## config.mk

```make
export PLATFORM = sky130hd
export DESIGN_NAME = dice_roller
export DESIGN_NICKNAME = d
export VERILOG_FILES = /design/src/rtl/dice_pkg.sv /design/src/rtl/dice_lfsr.sv /design/src/rtl/dice_roller.sv
export SDC_FILE = /design/constraint.sdc
export NUM_CORES = 1
export LEC_CHECK = 0
export BUFFER_PORTS_ARGS = -buffer_cell sky130_fd_sc_hd__buf_2
export CAP_MARGIN = 40
export CORE_ASPECT_RATIO = 2
export CORE_MARGIN = 1
export CORE_UTILIZATION = 48
export CTS_BUF_LIST = sky130_fd_sc_hd__clkbuf_4 sky130_fd_sc_hd__clkbuf_8
export DETAILED_ROUTE_END_ITERATION = 7
export GPL_TIMING_DRIVEN = 0
export PLACE_DENSITY_LB_ADDON = 0.12
export SLEW_MARGIN = 20
export SYNTH_ARGS = -nofsm -noshare
export SYNTH_HDL_FRONTEND = slang
export SYNTH_HIERARCHICAL = 1
export SYNTH_SLANG_ARGS = --single-unit
export TNS_END_PERCENT = 20
```

## constraint.sdc

```tcl
create_clock -name clk -period 2.6 [get_ports clk]
set_clock_uncertainty 0.2 [all_clocks]
set_input_delay 0.13 -clock clk [delete_from_list [all_inputs] [get_ports clk]]
set_output_delay 0.13 -clock clk [all_outputs]
set_load 0.01 [all_outputs]
```

## src/rtl/dice_pkg.sv

```systemverilog
// Shared encodings for the dice roller: FSM states, turn/outcome codes and the
// default LFSR seed.
package dice_pkg;

  typedef enum logic [1:0] {
    ST_IDLE  = 2'd0,
    ST_WAIT  = 2'd1,
    ST_READY = 2'd2,
    ST_OVER  = 2'd3
  } state_e;

  localparam logic [1:0] TURN_NONE  = 2'b00;
  localparam logic [1:0] TURN_FIRST = 2'b01;
  localparam logic [1:0] TURN_LATER = 2'b10;
  localparam logic [1:0] TURN_OVER  = 2'b11;

  localparam logic [1:0] OUTCOME_NONE = 2'b00;
  localparam logic [1:0] OUTCOME_WIN  = 2'b01;
  localparam logic [1:0] OUTCOME_LOSE = 2'b10;

  localparam logic [15:0] LFSR_SEED_DEFAULT = 16'hACE1;

endpackage

```

## src/rtl/dice_lfsr.sv

```systemverilog
// Free-running 16-bit Fibonacci LFSR, taps 16,14,13,11; reloads seed during rst.
module dice_lfsr (
  input  logic        clk,
  input  logic        rst,
  input  logic [15:0] seed,
  output logic [15:0] q
);

  logic [15:0] q_q;
  logic [15:0] q_d;
  logic        fb;

  always_comb begin
    fb  = q_q[15] ^ q_q[13] ^ q_q[12] ^ q_q[10];
    q_d = {q_q[14:0], fb};
  end

  always_ff @(posedge clk) begin
    if (rst) begin
      q_q <= seed;
    end else begin
      q_q <= q_d;
    end
  end

  assign q = q_q;

endmodule

```

## src/rtl/dice_roller.sv

```systemverilog
// Two-dice roller: snapshots the LFSR on a roll, publishes both faces a cycle
// later, then samples the turn controller's win/lose verdict after a fixed delay.
module dice_roller
  import dice_pkg::*;
#(
  parameter int          VERDICT_DLY = 2,
  parameter logic [15:0] LFSR_SEED   = LFSR_SEED_DEFAULT
) (
  input  logic       clk,
  input  logic       rst,
  input  logic       roll,
  input  logic       new_game,
  input  logic       win,
  input  logic       lose,
  output logic [3:0] num1,
  output logic [3:0] num2,
  output logic [1:0] turn,
  output logic       result_valid,
  output logic       busy,
  output logic [1:0] outcome,
  output logic       clear_o,
  output logic [3:0] roll_cnt
);

  localparam logic [7:0] DLY_LAST = 8'(VERDICT_DLY - 1);

  // Maps a nibble onto a die face 1..6 (mod-6 bias is accepted).
  function automatic logic [3:0] face(input logic [3:0] n);
    logic [3:0] r;
    if (n >= 4'd12) begin
      r = n - 4'd12;
    end else if (n >= 4'd6) begin
      r = n - 4'd6;
    end else begin
      r = n;
    end
    return r + 4'd1;
  endfunction

  logic [15:0] lfsr_q;
  logic        lfsr_hi_unused;

  dice_lfsr u_lfsr (
    .clk  (clk),
    .rst  (rst),
    .seed (LFSR_SEED),
    .q    (lfsr_q)
  );

  assign lfsr_hi_unused = ^lfsr_q[15:8];

  state_e     state_q,        state_d;
  logic [3:0] num1_q,         num1_d;
  logic [3:0] num2_q,         num2_d;
  logic [1:0] turn_q,         turn_d;
  logic       result_valid_q, result_valid_d;
  logic       busy_q,         busy_d;
  logic [1:0] outcome_q,      outcome_d;
  logic       clear_o_q,      clear_o_d;
  logic [3:0] roll_cnt_q,     roll_cnt_d;
  logic       roll_pend_q,    roll_pend_d;
  logic [7:0] lfsr_snap_q,    lfsr_snap_d;
  logic [7:0] wait_cnt_q,     wait_cnt_d;

  always_comb begin
    state_d        = state_q;
    num1_d         = num1_q;
    num2_d         = num2_q;
    turn_d         = turn_q;
    result_valid_d = 1'b0;
    busy_d         = busy_q;
    outcome_d      = outcome_q;
    clear_o_d      = 1'b0;
    roll_cnt_d     = roll_cnt_q;
    roll_pend_d    = 1'b0;
    lfsr_snap_d    = lfsr_snap_q;
    wait_cnt_d     = wait_cnt_q;

    if (new_game) begin
      // A new game drops any pending roll; the LFSR keeps running.
      state_d    = ST_IDLE;
      num1_d     = 4'd0;
      num2_d     = 4'd0;
      turn_d     = TURN_NONE;
      busy_d     = 1'b0;
      outcome_d  = OUTCOME_NONE;
      clear_o_d  = 1'b1;
      roll_cnt_d = 4'd0;
      wait_cnt_d = 8'd0;
    end else if (roll_pend_q) begin
      num1_d         = face(lfsr_snap_q[3:0]);
      num2_d         = face(lfsr_snap_q[7:4]);
      turn_d         = (roll_cnt_q == 4'd0) ? TURN_FIRST : TURN_LATER;
      roll_cnt_d     = (roll_cnt_q == 4'hF) ? 4'hF : roll_cnt_q + 4'd1;
      result_valid_d = 1'b1;
      busy_d         = 1'b1;
      wait_cnt_d     = 8'd0;
      state_d        = ST_WAIT;
    end else begin
      unique case (state_q)
        ST_IDLE, ST_READY: begin
          if (roll) begin
            roll_pend_d = 1'b1;
            lfsr_snap_d = lfsr_q[7:0];
          end
        end
        ST_WAIT: begin
          if (wait_cnt_q == DLY_LAST) begin
            busy_d = 1'b0;
            if (lose) begin
              outcome_d = OUTCOME_LOSE;
              turn_d    = TURN_OVER;
              state_d   = ST_OVER;
            end else if (win) begin
              outcome_d = OUTCOME_WIN;
              turn_d    = TURN_OVER;
              state_d   = ST_OVER;
            end else begin
              state_d = ST_READY;
            end
          end else begin
            wait_cnt_d = wait_cnt_q + 8'd1;
          end
        end
        default: begin
        end
      endcase
    end
  end

  always_ff @(posedge clk) begin
    if (rst) begin
      state_q        <= ST_IDLE;
      num1_q         <= 4'd0;
      num2_q         <= 4'd0;
      turn_q         <= TURN_NONE;
      result_valid_q <= 1'b0;
      busy_q         <= 1'b0;
      outcome_q      <= OUTCOME_NONE;
      clear_o_q      <= 1'b0;
      roll_cnt_q     <= 4'd0;
      roll_pend_q    <= 1'b0;
      lfsr_snap_q    <= 8'd0;
      wait_cnt_q     <= 8'd0;
    end else begin
      state_q        <= state_d;
      num1_q         <= num1_d;
      num2_q         <= num2_d;
      turn_q         <= turn_d;
      result_valid_q <= result_valid_d;
      busy_q         <= busy_d;
      outcome_q      <= outcome_d;
      clear_o_q      <= clear_o_d;
      roll_cnt_q     <= roll_cnt_d;
      roll_pend_q    <= roll_pend_d;
      lfsr_snap_q    <= lfsr_snap_d;
      wait_cnt_q     <= wait_cnt_d;
    end
  end

  assign num1         = num1_q;
  assign num2         = num2_q;
  assign turn         = turn_q;
  assign result_valid = result_valid_q;
  assign busy         = busy_q;
  assign outcome      = outcome_q;
  assign clear_o      = clear_o_q;
  assign roll_cnt     = roll_cnt_q;

endmodule

```

==> flow_metrics.py, run 1 <==
metrics = {
    "drt": {
        "dr.pass1.iters": 4,
        "routedWlPerCell_um": 12.7,
        "wl_met3_um": 115,
        "vias": 1858,
        "wl_met2_um": 2570,
        "maxUsedRoutingLayer": "met4",
        "drc": 0,
        "avgViaCountPerCell": 5.15,
        "drt-total-wl_um": 4570,
        "ant_nets": 0,
        "met1_length_um": 1790,
        "drtIter0Drc": 19,
    },
    "setup_path": {
        "cp-end-kind": "flip-flop",
        "cp_data_required_time_ns": 2.64,
        "reg2regPathDepth": 9,
        "crit_type": "flip-flop to flip-flop",
        "cp.arrival_ns": 2.44,
        "path_max_fanout": 10,
        "cp-start-kind": "flip-flop",
    },
    "cts": {
        "clkSlewWorstSetupHoldPaths_ns": 0.10,
        "root_buffer": "clkbuf_8",
        "cts_sinks": 54,
        "cts_tree": "yes",
        "clk_latency_ns": 0.30,
        "h-tree-depth": 2,
        "cts_buffer_depth": 2,
        "cts_made_buffers": 5,
    },
    "timing": {
        "timing.setup.tns_ns": 0,
        "setup_viol": 0,
        "worst_pin_slew_ns": 0.537,
        "fin_crit_sh_pct": 92.3,
        "slew_headroom_pct": 64.1,
        "finalHoldViolCount": 0,
        "min_period_ns": 2.40,
        "clock.fmax_mhz": 417,
        "rsz0062_at_grt": "no",
        "slew_violations": 0,
    },
    "placed_design": {
        "numPortBuffers": 24,
        "dp_hpwl_um": 3480,
        "gp_congestion": 0.716,
    },
    "cells_and_area": {
        "n_antenna_cell": 0,
        "post-route-util_pct": 57.7,
        "drive_gt1_share_pct": 22.4,
        "final_nets": 321,
        "layout_common_cells": "53 x dfxtp_1, 26 x nand2_1, 24 x nor2_1, 24 x buf_2, 23 x a21oi_1",
        "fillCellCount": 477,
        "mostFrequentLayoutCell": "dfxtp_1",
        "syn2layout_area_growth_pct": 16.3,
    },
    "die": {
        "placeableCoreArea_um2": 5090,
        "die_w_um": 53.3,
        "io_pins": 25,
        "dieArea_um2": 5570,
        "die_h_um": 105,
        "row_count": 37,
        "initial_core_util_pct": 49.6,
    },
    "pwr": {
        "power_switching_uw": 378,
        "power.clock.fraction_pct": 34.2,
        "swShare_pct": 23.0,
        "power.share.combinational_pct": 10.8,
        "p_leak_uw": 0.00126,
        "power_frac_seq_pct": 55.0,
        "power.internal_uw": 1260,
        "peakVddDrop_uv": 521,
        "p_per_area_nw_per_um2": 558,
    },
    "worst_hold_path": {
        "hold_class": "input port to flip-flop",
        "hold_path_depth": 3,
    },
    "synthesis": {
        "netlist_area_um2": 2520,
        "async_flop_share_pct": 0,
        "synth_edf_count": 0,
        "syn_avg_cell_area_um2": 9.98,
        "synth.distinct_cells": 51,
        "ys_warn_count": 6,
        "synth_ff_type": "dfxtp_1",
        "yosysSeqAreaShare_pct": 42.8,
        "netlist_instances": 253,
        "ys_ff_latch": 54,
    },
    "global_route": {
        "grt_overflow_total": 0,
        "grt_start_max_net_pins": 17,
        "grt_pass1_vias": 1803,
        "grt_usage_pct": 18.5,
        "grt_pass1_wl_um": 7800,
        "grt_antenna_before_repair": 0,
    },
    "outcome": {
        "outcome": "completed",
    },
    "job": {
        "cap_viol_max_count": 0,
    },
}
## power groups by stage
stage	Combinational [uW]	Clock (uW)	Sequential (uW)
finish	177	561	902
global route	198	608	910
CTS	178	582	902
detailed placement	173	0	921
global placement	171	0	920
floorplan	136	0	914
## critical path, stage by stage (launching register included)
cell and delay, ns:
dfxtp_1 0.42, ha_2 0.28, a31oi_4 0.22, o21ai_0 0.12, a22o_1 0.24, ha_1 0.20, or3_1 0.31, a21oi_1 0.13
a21oi_1 0.05, a21oi_1 0.14
## timing repair
item                                    in CTS  in global routing
endpoints found under the setup margin       0                  1
gates resized for setup                      0                  3
hold buffers                                 4                  0
buffers inserted                             0                  0
endpoints found under the hold margin        5                  0
## cell usage after synthesis (all sizes together), types with 4 or more instances
| master | number | area share, % |
|---|---|---|
| a21oi | 24 | 4.9 |
| xnor2 | 6 | 2.1 |
| a211oi | 5 | 1.7 |
| nand2 | 26 | 3.9 |
| nand3 | 6 | 1.2 |
| mux2 | 16 | 8.3 |
| buf | 5 | 2.6 |
| clkbuf | 4 | 1.4 |
| inv | 11 | 1.6 |
| dfxtp | 54 | 43 |
| nor2 | 24 | 3.6 |
| xor2 | 7 | 2.4 |
| ha | 13 | 6.4 |
| o21ai | 8 | 1.6 |
## state kept, by name (all words and copies together), names as in the netlist, 2 cells and up
name and cells:
turn 2, state_q 2, outcome 2, u_lfsr/q 16, roll_cnt 4, num1 4
lfsr_snap_q 8, num2 4, wait_cnt_q 8
## layer usage
layer,global-route usage (%),vias up
met4,7.71,0
li1,-,962
met2,34.8,31
met3,3.20,8
met5,0,-
met1,18.0,857
## worst paths after layout
| check | end | from | slack, ns |
|---|---|---|---|
| hold reg to reg | state_q[1] | state_q[1] | 0.25 |
| hold / removal | num1[0] | rst | 0.01 |
| setup / recovery | num2[2] | lfsr_snap_q[6] | 0.20 |
| setup reg to reg | num2[2] | lfsr_snap_q[6] | 0.20 |
## metrics by stage
stage               power [uW]  setup WS (ns)  std cells  instance area [um2]  hold WS (ns)
floorplan                 1050          0.255        267                 2580        0.0582
global placement          1090         0.0817        349                 2770         0.229
detailed placement        1090         0.0167        349                 2770         0.234
CTS                       1660        0.00203        361                 2920       0.00259
global route              1720        0.00925        361                 2940        0.0367
finish                    1640          0.201        361                 2940        0.0112
## cells by family after synthesis
logic type               share of synthesized area, %
AND/OR/NAND/NOR                                  17.3
flip-flops                                       42.8
AO/OA/AOI/OAI                                    13.5
buffers and inverters                            5.60
multiplexers                                     9.51
adder cells (fa/ha/maj)                          6.44
XOR/XNOR                                         4.51
other                                           0.297
## final cells by class
cell class | count | area, um2 | area share, %
Buffer | 9 | 100 | 3.41
Inverter | 11 | 41.3 | 1.41
Sequential cell | 54 | 1080 | 36.9
Timing Repair Buffer | 28 | 160 | 5.45
Multi-Input combinational cell | 193 | 1370 | 46.5
Clock buffer | 6 | 76.3 | 2.60
Clock inverter | 2 | 37.5 | 1.28
Tap cell | 58 | 72.6 | 2.47
Power figures use the tool's default switching activity.
==> inputs of run 2 (changes only) <==
--- a/config.mk
+++ b/config.mk
@@ -9,7 +9,7 @@
 export CAP_MARGIN = 40
 export CORE_ASPECT_RATIO = 2
 export CORE_MARGIN = 1
-export CORE_UTILIZATION = 48
+export CORE_UTILIZATION = 60
 export CTS_BUF_LIST = sky130_fd_sc_hd__clkbuf_4 sky130_fd_sc_hd__clkbuf_8
 export DETAILED_ROUTE_END_ITERATION = 7
 export GPL_TIMING_DRIVEN = 0
@@ -17,6 +17,5 @@
 export SLEW_MARGIN = 20
 export SYNTH_ARGS = -nofsm -noshare
 export SYNTH_HDL_FRONTEND = slang
-export SYNTH_HIERARCHICAL = 1
 export SYNTH_SLANG_ARGS = --single-unit
 export TNS_END_PERCENT = 20
==> flow_metrics.py, run 2 <==
metrics = {
    "cells_and_area": {
        "layout_common_cells": "54 x dfxtp_1, 24 x a21oi_1, 24 x buf_2",
        "post-route-util_pct": 71.4,
        "mostFrequentLayoutCell": "dfxtp_1",
        "fin_cells": 333,
        "drive_gt1_share_pct": 15.8,
        "multi_input_area_um2": 1160,
        "fillCellCount": 318,
        "final_nets": 303,
        "largest_register_ffs": 16,
        "regArea_um2": 1080,
        "syn2layout_area_growth_pct": 12.3,
        "n_antenna_cell": 0,
    },
    "synthesis": {
        "yosysMostFrequentCell": "dfxtp_1",
        "synth_top_family_by_area": "simple AND/OR/NAND/NOR gates",
        "syn_avg_cell_area_um2": 9.24,
        "synth-xor-area-share_pct": 4.53,
        "synth_simple_gate_area_share_pct": 23.8,
        "synth.distinct_cells": 46,
        "ys_ff_latch": 54,
        "netlist_instances": 251,
        "synth_compound_area_share_pct": 11.9,
        "ys_top_cells_by_area": "dfxtp_1 47%, ha_1 7.0%, a21oi_1 5.2%",
        "netlist_area_um2": 2320,
        "async_flop_share_pct": 0,
        "synthesis.nets": 270,
        "post-synth-top-area-cell": "dfxtp_1",
        "yosysSeqAreaShare_pct": 46.6,
        "ys_warn_count": 0,
        "synth_edf_count": 0,
        "muxShareOfSynthArea_pct": 2.64,
        "synthAdderAreaFrac_pct": 7.01,
        "synth_commonest_cells": "54 x dfxtp_1, 24 x a21oi_1, 22 x nand2_1",
        "synth_ff_type": "dfxtp_1",
        "synth_top_area_share_pct": 46.6,
    },
    "pwr": {
        "peakVddDrop_uv": 558,
        "p_leak_uw": 0.00108,
        "p_per_area_nw_per_um2": 554,
        "finalPower_uw": 1440,
    },
    "placed_design": {
        "dp_hpwl_um": 3230,
        "gp_congestion": 0.851,
        "numPortBuffers": 24,
        "placedCellCount": 324,
    },
    "cts": {
        "cts_buffer_depth": 2,
        "cts_made_buffers": 5,
        "clkSlewWorstSetupHoldPaths_ns": 0.09,
        "clk_latency_ns": 0.30,
        "h-tree-depth": 2,
        "cts_sinks": 54,
        "cts-resized-gates": 0,
        "root_buffer": "clkbuf_8",
        "cts_tree": "yes",
    },
    "timing": {
        "finalHoldViolCount": 0,
        "clock.fmax_mhz": 447,
        "timing.setup.tns_ns": 0,
        "slew_violations": 0,
        "rsz0062_at_grt": "no",
        "setup_viol": 0,
        "worst_pin_slew_ns": 0.695,
        "min_period_ns": 2.24,
        "slew_headroom_pct": 53.5,
        "fin_crit_sh_pct": 86.0,
    },
    "die": {
        "row_count": 31,
        "initial_core_util_pct": 63.6,
        "die_h_um": 89.9,
        "io_pins": 25,
        "dieArea_um2": 4130,
        "die_w_um": 46.0,
        "placeableCoreArea_um2": 3650,
    },
    "setup_path": {
        "cp_data_required_time_ns": 2.58,
        "r2r_setup_slack_ns": 0.36,
        "cp-end-kind": "flip-flop",
        "crit_type": "flip-flop to flip-flop",
        "cp.arrival_ns": 2.21,
        "path_max_fanout": 6,
        "cp-start-kind": "flip-flop",
    },
    "job": {
        "cap_viol_max_count": 0,
    },
    "drt": {
        "vias": 1832,
        "drtIter0Drc": 35,
        "avgViaCountPerCell": 5.50,
        "drc": 0,
        "dr.pass1.iters": 4,
        "drt-total-wl_um": 4340,
        "routedWlPerCell_um": 13.0,
        "ant_nets": 0,
    },
    "global_route": {
        "grt_overflow_total": 0,
        "grt_start_max_net_pins": 15,
        "grt_usage_pct": 23.1,
        "grt_pass1_wl_um": 7220,
        "grt_pass1_vias": 1774,
        "grt_antenna_before_repair": 0,
    },
    "outcome": {
        "outcome": "completed",
    },
    "worst_hold_path": {
        "hold_class": "input port to flip-flop",
    },
}
==> run 2: cell families (layout without fill, tap and decap cells) <==
group           Yosys count  count (layout)
compound gates           47              47
fa+ha+maj                13              13
flops                    54              54
buf+inv                  22              55
simple gates             97              97
xor+xnor                 12              12
mux                       6               6
==> run 2: worst paths after layout <==
check	from	endpoint	cells after the start
setup / recovery	lfsr_snap_q[5]	num2[1]	9
hold / removal	win	state_q[0]	5
setup reg to reg	lfsr_snap_q[5]	num2[1]	9
hold reg to reg	u_lfsr.q[14]	u_lfsr.q[15]	1
==> run 2: layout make-up <==
class	count	share of cell area (%)
plain buffers	9	1.30
clock buffers	7	3.22
inverters	13	1.87
multi-input cells	175	44.4
flip-flops and latches	54	41.5
well taps	49	2.35
repair buffers	26	5.38
==> run 2: worst max-delay path, stage by stage, from the launching register on <==
cell and delay, ns:
dfxtp_1 0.42, inv_1 0.11, ha_1 0.21, and3b_1 0.21
or2_1 0.27, nor2_1 0.14, xnor2_1 0.13, ha_1 0.24
mux2i_1 0.14, nor2_1 0.05
==> run 2: per-layer routing <==
| layer | track usage [%] | routed length, um | up-vias | share of wire [%] |
|---|---|---|---|---|
| met5 | 0 | 0 | - | 0 |
| met4 | 11.5 | 76 | 0 | 1.8 |
| met3 | 5.42 | 152 | 6 | 3.5 |
| met2 | 41.3 | 2440 | 35 | 56 |
| met1 | 22.3 | 1670 | 864 | 38 |
| li1 | - | - | 927 | - |
==> run 2: repair_timing <==
action,CTS,global route
endpoints found under the hold margin,2,0
hold buffers,2,0
setup buffers,0,0
==> run 2: report_power, final <==
group | switching, uW | total [uW] | internal [uW]
clock network | 243 | 450 | 207
registers | 21.1 | 877 | 856
logic | 62.7 | 115 | 52.6
total | 327 | 1440 | 1120
==> run 2: per-stage QoR <==
step                      worst slack, ns  area (um2)  hold slack (ns)
final                               0.363        2610           0.0152
after global routing                0.179        2610           0.0286
after CTS                           0.351        2610           0.0197
after detailed placement            0.373        2500            0.199
after global placement              0.417        2500            0.196
after floorplan                     0.539        2320           0.0582
